<file path="src/rtl/mem_arbiter.sv">
// Two-requester arbiter (fetch I-port, LSU D-port) sharing one single-outstanding
// memory port, with alternating priority under contention and a response timeout.
module mem_arbiter #(
   parameter int MAX_WAIT = 255
) (
   input  logic        clk,
   input  logic        rst,
   input  logic        i_req_i,
   input  logic [63:0] i_addr_i,
   output logic        i_gnt_o,
   output logic        i_rvalid_o,
   output logic [31:0] i_rdata_o,
   input  logic        d_req_i,
   input  logic        d_we_i,
   input  logic [7:0]  d_be_i,
   input  logic [63:0] d_addr_i,
   input  logic [63:0] d_wdata_i,
   output logic        d_gnt_o,
   output logic        d_rvalid_o,
   output logic [63:0] d_rdata_o,
   output logic        m_req_o,
   output logic        m_we_o,
   output logic [7:0]  m_be_o,
   output logic [63:0] m_addr_o,
   output logic [63:0] m_wdata_o,
   input  logic        m_gnt_i,
   input  logic        m_rvalid_i,
   input  logic [63:0] m_rdata_i,
   output logic        busy_o,
   output logic        err_o
);

   typedef enum logic [1:0] {ST_IDLE, ST_REQ, ST_RESP} state_t;
   typedef enum logic {OWN_I = 1'b0, OWN_D = 1'b1} owner_t;

   localparam logic [7:0] MAX_W = 8'(MAX_WAIT);

   state_t     state_reg, state_next;
   owner_t     owner_reg, owner_next;
   owner_t     last_owner_reg, last_owner_next;
   logic       addr2_reg, addr2_next;
   logic [7:0] wait_cnt_reg, wait_cnt_next;
   logic       err_reg, err_next;

   owner_t     winner;
   owner_t     cur_owner;
   logic       req_active;
   logic       granted;
   logic       timeout;
   logic       rsp_fire;
   logic [63:0] rsp_data;

   always_ff @(posedge clk) begin
      if (rst) begin
         state_reg      <= ST_IDLE;
         owner_reg      <= OWN_I;
         last_owner_reg <= OWN_I;
         addr2_reg      <= 1'b0;
         wait_cnt_reg   <= 8'd0;
         err_reg        <= 1'b0;
      end else begin
         state_reg      <= state_next;
         owner_reg      <= owner_next;
         last_owner_reg <= last_owner_next;
         addr2_reg      <= addr2_next;
         wait_cnt_reg   <= wait_cnt_next;
         err_reg        <= err_next;
      end
   end

   // Under contention the side that did not win the previous grant goes first.
   always_comb begin
      winner = OWN_I;
      if (i_req_i && d_req_i)
         winner = (last_owner_reg == OWN_I) ? OWN_D : OWN_I;
      else if (d_req_i)
         winner = OWN_D;
   end

   assign cur_owner  = (state_reg == ST_IDLE) ? winner : owner_reg;
   assign req_active = !rst && (((state_reg == ST_IDLE) && (i_req_i || d_req_i)) ||
                                (state_reg == ST_REQ));
   assign granted    = req_active && m_gnt_i;
   assign timeout    = (wait_cnt_reg == MAX_W);
   assign rsp_fire   = !rst && (state_reg == ST_RESP) && (m_rvalid_i || timeout);

   always_comb begin
      state_next      = state_reg;
      owner_next      = owner_reg;
      last_owner_next = last_owner_reg;
      addr2_next      = addr2_reg;
      wait_cnt_next   = wait_cnt_reg;
      err_next        = err_reg;
      case (state_reg)
         ST_IDLE: begin
            if (i_req_i || d_req_i) begin
               owner_next = winner;
               state_next = m_gnt_i ? ST_RESP : ST_REQ;
            end
         end
         ST_REQ: begin
            if (m_gnt_i)
               state_next = ST_RESP;
         end
         ST_RESP: begin
            // A real response beats a timeout landing in the same cycle.
            if (m_rvalid_i) begin
               state_next = ST_IDLE;
            end else if (timeout) begin
               state_next = ST_IDLE;
               err_next   = 1'b1;
            end else begin
               wait_cnt_next = wait_cnt_reg + 8'd1;
            end
         end
         default: state_next = ST_IDLE;
      endcase
      if (granted) begin
         last_owner_next = cur_owner;
         wait_cnt_next   = 8'd0;
         if (cur_owner == OWN_I)
            addr2_next = i_addr_i[2];
      end
   end

   always_comb begin
      m_req_o   = req_active;
      m_we_o    = 1'b0;
      m_be_o    = 8'h00;
      m_addr_o  = 64'd0;
      m_wdata_o = 64'd0;
      if (req_active) begin
         if (cur_owner == OWN_D) begin
            m_we_o    = d_we_i;
            m_be_o    = d_be_i;
            m_addr_o  = d_addr_i;
            m_wdata_o = d_wdata_i;
         end else begin
            m_be_o    = 8'hFF;
            m_addr_o  = i_addr_i;
         end
      end
   end

   assign i_gnt_o    = granted && (cur_owner == OWN_I);
   assign d_gnt_o    = granted && (cur_owner == OWN_D);
   assign rsp_data   = m_rvalid_i ? m_rdata_i : 64'd0;
   assign i_rvalid_o = rsp_fire && (owner_reg == OWN_I);
   assign d_rvalid_o = rsp_fire && (owner_reg == OWN_D);
   assign i_rdata_o  = i_rvalid_o ? (addr2_reg ? rsp_data[63:32] : rsp_data[31:0]) : 32'd0;
   assign d_rdata_o  = d_rvalid_o ? rsp_data : 64'd0;
   assign busy_o     = !rst && (state_reg != ST_IDLE);
   assign err_o      = !rst && err_reg;

endmodule

</file>
<file path="config.mk">
export PLATFORM = sky130hd
export DESIGN_NAME = mem_arbiter
export DESIGN_NICKNAME = d
export VERILOG_FILES = /design/src/rtl/mem_arbiter.sv
export SDC_FILE = /design/constraint.sdc
export NUM_CORES = 1
export LEC_CHECK = 0
export ABC_AREA = 0
export BUFFER_PORTS_ARGS = -buffer_cell sky130_fd_sc_hd__buf_4
export CORE_AREA = 2 2 196 198
export DETAILED_ROUTE_END_ITERATION = 8
export DIE_AREA = 0 0 198 200
export PLACE_DENSITY = 0.42
export SLEW_MARGIN = 20
export SYNTH_ARGS = -nofsm -noshare
export SYNTH_HDL_FRONTEND = slang
export SYNTH_SLANG_ARGS = --single-unit
</file>
<file path="constraint.sdc">
create_clock -name clk -period 1.8 [get_ports clk]
set_input_delay 0.18 -clock clk [delete_from_list [all_inputs] [get_ports clk]]
set_output_delay 0.18 -clock clk [all_outputs]
set_load 0.005 [all_outputs]
</file>
==> run metrics, run 1 <==
Seq cells post-synth 14; number of flops mapped to enable cells by yosys 0; flop-to-flop setup slack 50 ps; final WL 26010 um; die width 198 um; largest net degree at the start of global routing 68; Pre-Repair DR Iteration Count 4; synth unique cells 40; row cnt 71; Die Ht 200 um; Clk pwr share 13.2%; hold_sp m_gnt_i; largest area contributor in the netlist and3_1; Fmax achieved 492.8 MHz; dominant synthesized flop cell dfxtp_1; fillers 4109; Root Buffer clkbuf_16; DIE AREA 39600 um^2; Leakage 4.838 nW; Synth top cells by count 132 x and3_1, 132 x nand2_1, 71 x a21oi_1, 55 x nor2_1, 34 x mux2i_1; status complete, but fails checks; R2R Path Start state_reg[1]; TritonCTS Buffers 3; cts hold-fix bufs 0; Setup Skew 0.7067 ps; FF/Latch Area 285.3 um^2; TritonCTS clock tree built; Critical-path top delay cell dfxtp_2; clock buffer depth 2; CORE AREA 37400 um^2; CP Max Fanout 8; gate family responsible for the most delay along the worst path buffers and inverters; Worst Slack Setup Final -229.3 ps; Hold WS 159.0 ps; Slew headroom 61.38%; Pint 0.001973 W; PortBufs 510; via count 6001; async set-or-reset flop fraction in the synthesized netlist 0%; Slew Limit Fails 0; WL/cell 16.40 um; # IOs 511; share of cells above drive strength 1 66.70%; Worst Hold Class input pin to flip-flop; Seq/Total Area, Yosys 8.956%; final core occ 24.37%; Final nets 1349; max reg flops 8; DRC 0; Hold Path Depth 2; Worst Path Buf+Inv 4; total gr overflow 0; Area contributors post-synth and3_1 26%, nand2_1 16%, a21oi_1 11%, mux2i_1 11%, dfxtp_1 9.0%; post-layout minimum cycle time 2029 ps; Comb pwr share 76.0%; critical path class flip-flop to output port; CTS H-tree lvls 1; PD cells 350.0 nW/um^2; diode count 0; NetSw 0.001217 W; synthesized instance count 543; failing checks negative setup slack; Via-to-Cell Ratio 3.784; Worst-path clk slew 50 ps; hold path endpoint state_reg[0]; RSZ-0062 raised after global routing true; Crit. End Element output port; Net Count, Synth 815; Worst path max stage delay 330 ps; GP Congestion 0.8004; synth-to-layout area growth 191.2%; Arr. time, crit path 1850 ps; switch share 38.15%; initial antenna violation count 0; Starting Density 8.367%; Fin. Hold Viols 0; Clock Sinks 14; vias in the first global route 5738; Worst-Skew Late Latency 240 ps; area of the multi-input gates 3088 um^2; Warnings, synthesis 0; top cell type's share of synthesized area 26.39%; Final period util 112.7%; Crit Reg-Reg Endpoint addr2_reg; Finish-stage setup viols 236; initial DRC count 181; CP most frequent cell buf_12; critical path cell sequence nor2_4 > mux2i_4 > buf_12 > buf_12 > buf_8 > nand2_1 > a21oi_2 > buf_4; Critical Path RT 1620 ps; Final ANT Viol Nets 0; synthesized area 3129 um^2; Peak VDD IR 0.2645 mV; Slew @ Worst Pin 579.4 ps; Tot GR Track Use 11.40%; Mapped Avg Cell Area 5.763 um^2; sequential power share 10.8%; MaxCap Viol Count 0; Register-to-Register Path Depth 6; hpwl dp 19160 um; Total Power 0.003190 W; first-pass GRT wire length 34670 um; startpoint types flip-flop
layout make-up:
class,instances,share of cell area [%]
Sequential cell,14,3.130
Timing Repair Buffer,587,55.02
Inverter,1,0.1236
Tap cell,511,7.015
Multi-Input combinational cell,470,33.88
Clock buffer,3,0.8237
through the flow:
stage	setup slack, ps	cell area, um^2	instances	TNS (ps)
finish	-229.3	9114	1586	-36140
global route	-321.2	9114	1586	-55930
CTS	-260.8	8712	1582	-40400
detailed placement	-155.3	7780	1548	-1303
global placement	-175.2	7780	1548	-1933
floorplan	200.4	3129	543	0
repair_timing:
action | 4_1_cts | 5_1_grt
gates cloned | 11 | 3
pin swaps | 5 | 25
setup endpoints to repair | 238 | 239
resized for setup | 83 | 102
buffers inserted | 20 | 4
per-layer routing:
layer	vias to the layer above	global-route usage (%)	share of wire, %
met5	-	0	0
met4	0	1.170	0.80
met3	6	2.319	6.8
met2	280	21.43	52
met1	2770	13.76	40
li1	2945	-	-
cells by family after synthesis:
group	after synthesis	synth area share (%)
xor gates and xnor gates	1	0.2799
muxes	36	11.60
adders and majority gates	1	0.3998
AOI/OAI and AO/OA	82	13.91
buffers and inverters	60	9.596
and+or+nand+nor	349	55.26
DFF	14	8.956
worst max path at each step:
stage | startpoint | end | slack [ps] | cells past startpoint
3_3_place_gp | state_reg[0] | m_addr_o[6] | -180 | 7
5_1_grt | state_reg[0] | m_addr_o[62] | -320 | 7
2_1_floorplan | wait_cnt_reg[0] | wait_cnt_reg[1] | 200 | 5
3_5_place_dp | state_reg[0] | m_addr_o[6] | -160 | 7
6_report | state_reg[1] | m_addr_o[0] | -230 | 8
4_1_cts | state_reg[0] | m_addr_o[6] | -260 | 7
power by group through the flow:
stage                     combinational, W  clock (W)  sequential, W
final                              0.00242   0.000422       0.000344
after global routing               0.00260   0.000445       0.000346
after CTS                          0.00229   0.000433       0.000345
after detailed placement           0.00185          0       0.000347
after global placement             0.00185          0       0.000346
after floorplan                   0.000666          0       0.000334
cell usage in the layout (no fill, tap or decap), drive strengths merged, types with 2 or more instances in the layout:
cell / count
buf: 583
and3: 133
nand2: 132
a21oi: 71
nor2: 56
mux2i: 34
dfxtp: 14
clkbuf: 6
nor3: 4
or3: 4
nand3: 3
nor2b: 3
mux2: 3
nand2b: 3
and4: 2
o21ai: 2
a311oi: 2
a21boi: 2
nor3b: 2
worst reg2reg max path, delay by kind of cell (launching register included):
| family | cells | cell delay, ps |
|---|---|---|
| and+or+nand+nor | 2 | 360 |
| DFF | 1 | 330 |
| muxes | 2 | 640 |
| buffers and inverters | 2 | 310 |
(Power assumes the default switching activity.)
==> run 2: changes to the inputs <==
Settings changed: ABC_AREA 0 to 1, CORE_AREA 2 2 196 198 to 2 2 200 202, DIE_AREA 0 0 198 200 to 0 0 202 204, HOLD_SLACK_MARGIN from default to 0.06.
==> run 2 against run 1 <==
Effect of this change: the flow still finishes with violations (negative setup slack); register-to-register slack worse by 40 ps; flip-flop and latch count stayed put; area after synthesis is 10% higher; sequential power is 2% lower; combinational power is 7% higher; clock power is 13% higher; worst hold slack better by 37 ps; largest power group unchanged.
==> run metrics, run 2 <==
status complete, but fails checks; failing checks negative setup slack; R2R Path Start wait_cnt_reg[1]; most frequent cells in the layout 521 x buf_4, 200 x nor2_1, 162 x nand2_1; Root Buffer clkbuf_16; Seq cells post-synth 14 (unchanged); Worst Slack Setup Final -118.2 ps (+111.1 ps); number of flops mapped to enable cells by yosys 0 (unchanged); Warnings, synthesis 0 (unchanged); initial DRC count 298 (+65%); TritonCTS Buffers 3 (unchanged); Final nets 1521 (+13%); synth-to-layout area growth 180.5%; DIE AREA 41210 um^2 (+4.1%); post-layout minimum cycle time 1918 ps (-111.1 ps); Synth top cells by count 321 x nor2_1, 175 x nand2_1, 66 x o21ai_0, 32 x mux2_2, 28 x buf_2; Worst-Skew Late Latency 240 ps (about the same); total gr overflow 0 (unchanged); Arr. time, crit path 1740 ps (-110 ps); largest net degree at the start of global routing 48 (-29%); startpoint types flip-flop; hpwl dp 22780 um (+19%); share of cells above drive strength 1 64.58% (-2.1 points); Final ANT Viol Nets 0 (unchanged); initial antenna violation count 5 (+5); PD cells 352.2 nW/um^2 (+0.62%); fillers 4352 (+5.9%); max reg flops 8 (unchanged); post-route insts no fill 1775 (+12%); Peak VDD IR 0.2365 mV (-11%); Seq/Total Area, Yosys 8.140% (-0.82 points); MaxCap Viol Count 0 (unchanged); Crit. End Element output port; Hold WS 196.0 ps (+37.03 ps); Via-to-Cell Ratio 3.802 (+0.49%); Pre-Repair DR Iteration Count 4 (unchanged); Slew @ Worst Pin 470.8 ps (-108.5 ps); row cnt 73 (+2.8%); WL/cell 16.63 um (+1.4%); via count 6749 (+12%); synthesized instance count 716 (+32%); Place WS -20.00 ps (+135.3 ps); Hold Path Depth 3 (+1); CTS H-tree lvls 1 (unchanged); commonest non-fill, non-tap cell in the layout buf_4; clock buffer depth 2 (unchanged); Crit Reg-Reg Endpoint state_reg[0]; top cell type's share of synthesized area 34.99% (+8.6 points); flop-to-flop setup slack 10 ps (-40 ps); final core occ 24.65% (+0.28 points); Clock Sinks 14 (unchanged); Finish-stage setup viols 143 (-39%); Fin. Hold Viols 0 (unchanged); Critical Path RT 1620 ps (about the same); dominant synthesized flop cell dfxtp_1; CORE AREA 39180 um^2 (+4.8%); Placed Cells 1734 (+12%); hold_sp m_gnt_i; cts hold-fix bufs 0 (unchanged); Die Ht 204 um (+2.0%); Worst-path clk slew 50 ps (about the same); Final period util 106.6% (-6.2 points); Starting Density 8.788% (+0.42 points); GP Congestion 0.8554 (+6.9%); final WL 29510 um (+13%); DRC 0 (unchanged); Register-to-Register Path Depth 11 (+5); synthesized area 3443 um^2 (+10%); Tot GR Track Use 12.64% (+1.2 points); Area contributors post-synth nor2_1 35%, nand2_1 19%, mux2_2 10%, o21ai_0 9.6%, dfxtp_1 8.1%; PortBufs 510 (unchanged); Slew headroom 68.61% (+7.2 points); CP Max Fanout 7 (-1); Setup Skew 1.869 ps (+1.162 ps); RSZ-0062 raised after global routing true; Slew Limit Fails 0 (unchanged); Leakage 4.570 nW (-5.6%); Mapped Avg Cell Area 4.809 um^2 (-17%); synth unique cells 24 (-40%); Net Count, Synth 988 (+21%); first-pass GRT wire length 40100 um (+16%); largest area contributor in the netlist nor2_1; vias in the first global route 6502 (+13%); async set-or-reset flop fraction in the synthesized netlist 0% (unchanged); Fmax achieved 521.3 MHz (+5.8%); # IOs 511 (unchanged); hold path endpoint state_reg[0]; TritonCTS clock tree built; critical path class flip-flop to output port; most common cell in the netlist nor2_1; Worst Hold Class input pin to flip-flop; die width 202 um (+2.0%); Total Power 0.003402 W (+6.6%)
[run 2: cell count changes in the layout (fill, tap and decap cells not counted), moves of 14 or more]
cell / change
a21oi_2: -46
and3_1: -119
and3_4: -14
inv_1: +15
mux2_2: +32
mux2i_1: -33
nand2_1: +64
nor2_1: +160
nor2_2: +74
nor2_4: +35
o21ai_0: +20
o21ai_1: +17
o21ai_2: +23
[run 2: timing repair]
| action | 4_1_cts | 5_1_grt |
|---|---|---|
| pin swaps | 17 | 29 |
| setup endpoints to repair | 235 | 246 |
| buffers inserted | 15 | 5 |
| hold endpoints to repair | 0 | 0 |
| resized for setup | 198 | 138 |
| gates cloned | 9 | 7 |
[run 2: metal layers]
layer	share of wire (%)	global-route usage (%)	up-vias
li1	-	-	3283
met3	7.6	2.950	32
met2	53	24.34	331
met5	0.16	0	-
met1	37	14.14	3097
met4	1.4	2.285	6
[run 2: cell type report]
cell class | instances | area [um^2] | area share, %
Sequential cell | 14 | 294.0 | 3.044
Multi-Input combinational cell | 624 | 3490 | 36.13
Inverter | 20 | 92.59 | 0.9585
Timing Repair Buffer | 585 | 5024 | 52.01
Antenna cell | 2 | 5.005 | 0.05181
Timing Repair inverter | 1 | 8.758 | 0.09067
Tap cell | 525 | 656.9 | 6.801
Clock buffer | 4 | 88.84 | 0.9197
[run 2: per-stage QoR]
| step | setup TNS (ps) | cell area [um^2] |
|---|---|---|
| detailed placement | -33.74 | 8050 |
| global route | -23820 | 9654 |
| global placement | -8.785 | 8050 |
| CTS | -11590 | 8995 |
| finish | -6507 | 9659 |
| floorplan | 0 | 3443 |
[run 2: worst max-delay path by stage]
stage | start | endpoint | slack [ps] | depth (start not counted)
after floorplan | wait_cnt_reg[0] | d_rdata_o[54] | 160 | 9
after global placement | state_reg[1] | m_addr_o[45] | -9 | 7
after detailed placement | state_reg[1] | m_addr_o[45] | -20 | 7
after CTS | wait_cnt_reg[1] | d_rdata_o[54] | -140 | 11
after global routing | state_reg[1] | m_addr_o[58] | -180 | 10
final | state_reg[1] | m_wdata_o[56] | -120 | 8
[run 2: logic make-up after synthesis]
kind of cell | Yosys count | synth area share, %
AOI/OAI and AO/OA | 77 | 11.34
and+or+nand+nor | 511 | 57.12
adders and majority gates | 1 | 0.3633
buffers and inverters | 78 | 11.81
xor gates and xnor gates | 3 | 0.7632
muxes | 32 | 10.47
DFF | 14 | 8.140
[run 2: report_power, final]
| group | internal (W) | switching [W] |
|---|---|---|
| Sequential | 0.000322 | 0.0000157 |
| Clock | 0.000337 | 0.000138 |
| Combinational | 0.00134 | 0.00125 |
| Total | 0.00200 | 0.00141 |
[run 2: critical path: stages, from the launching register on]
cell	delay (ps)
dfxtp_4	360
nor2_4	160
nand3_4	110
nand2_8	180
inv_12	80
buf_12	160
clkbuf_16	170
nor2_2	120
buf_4	120
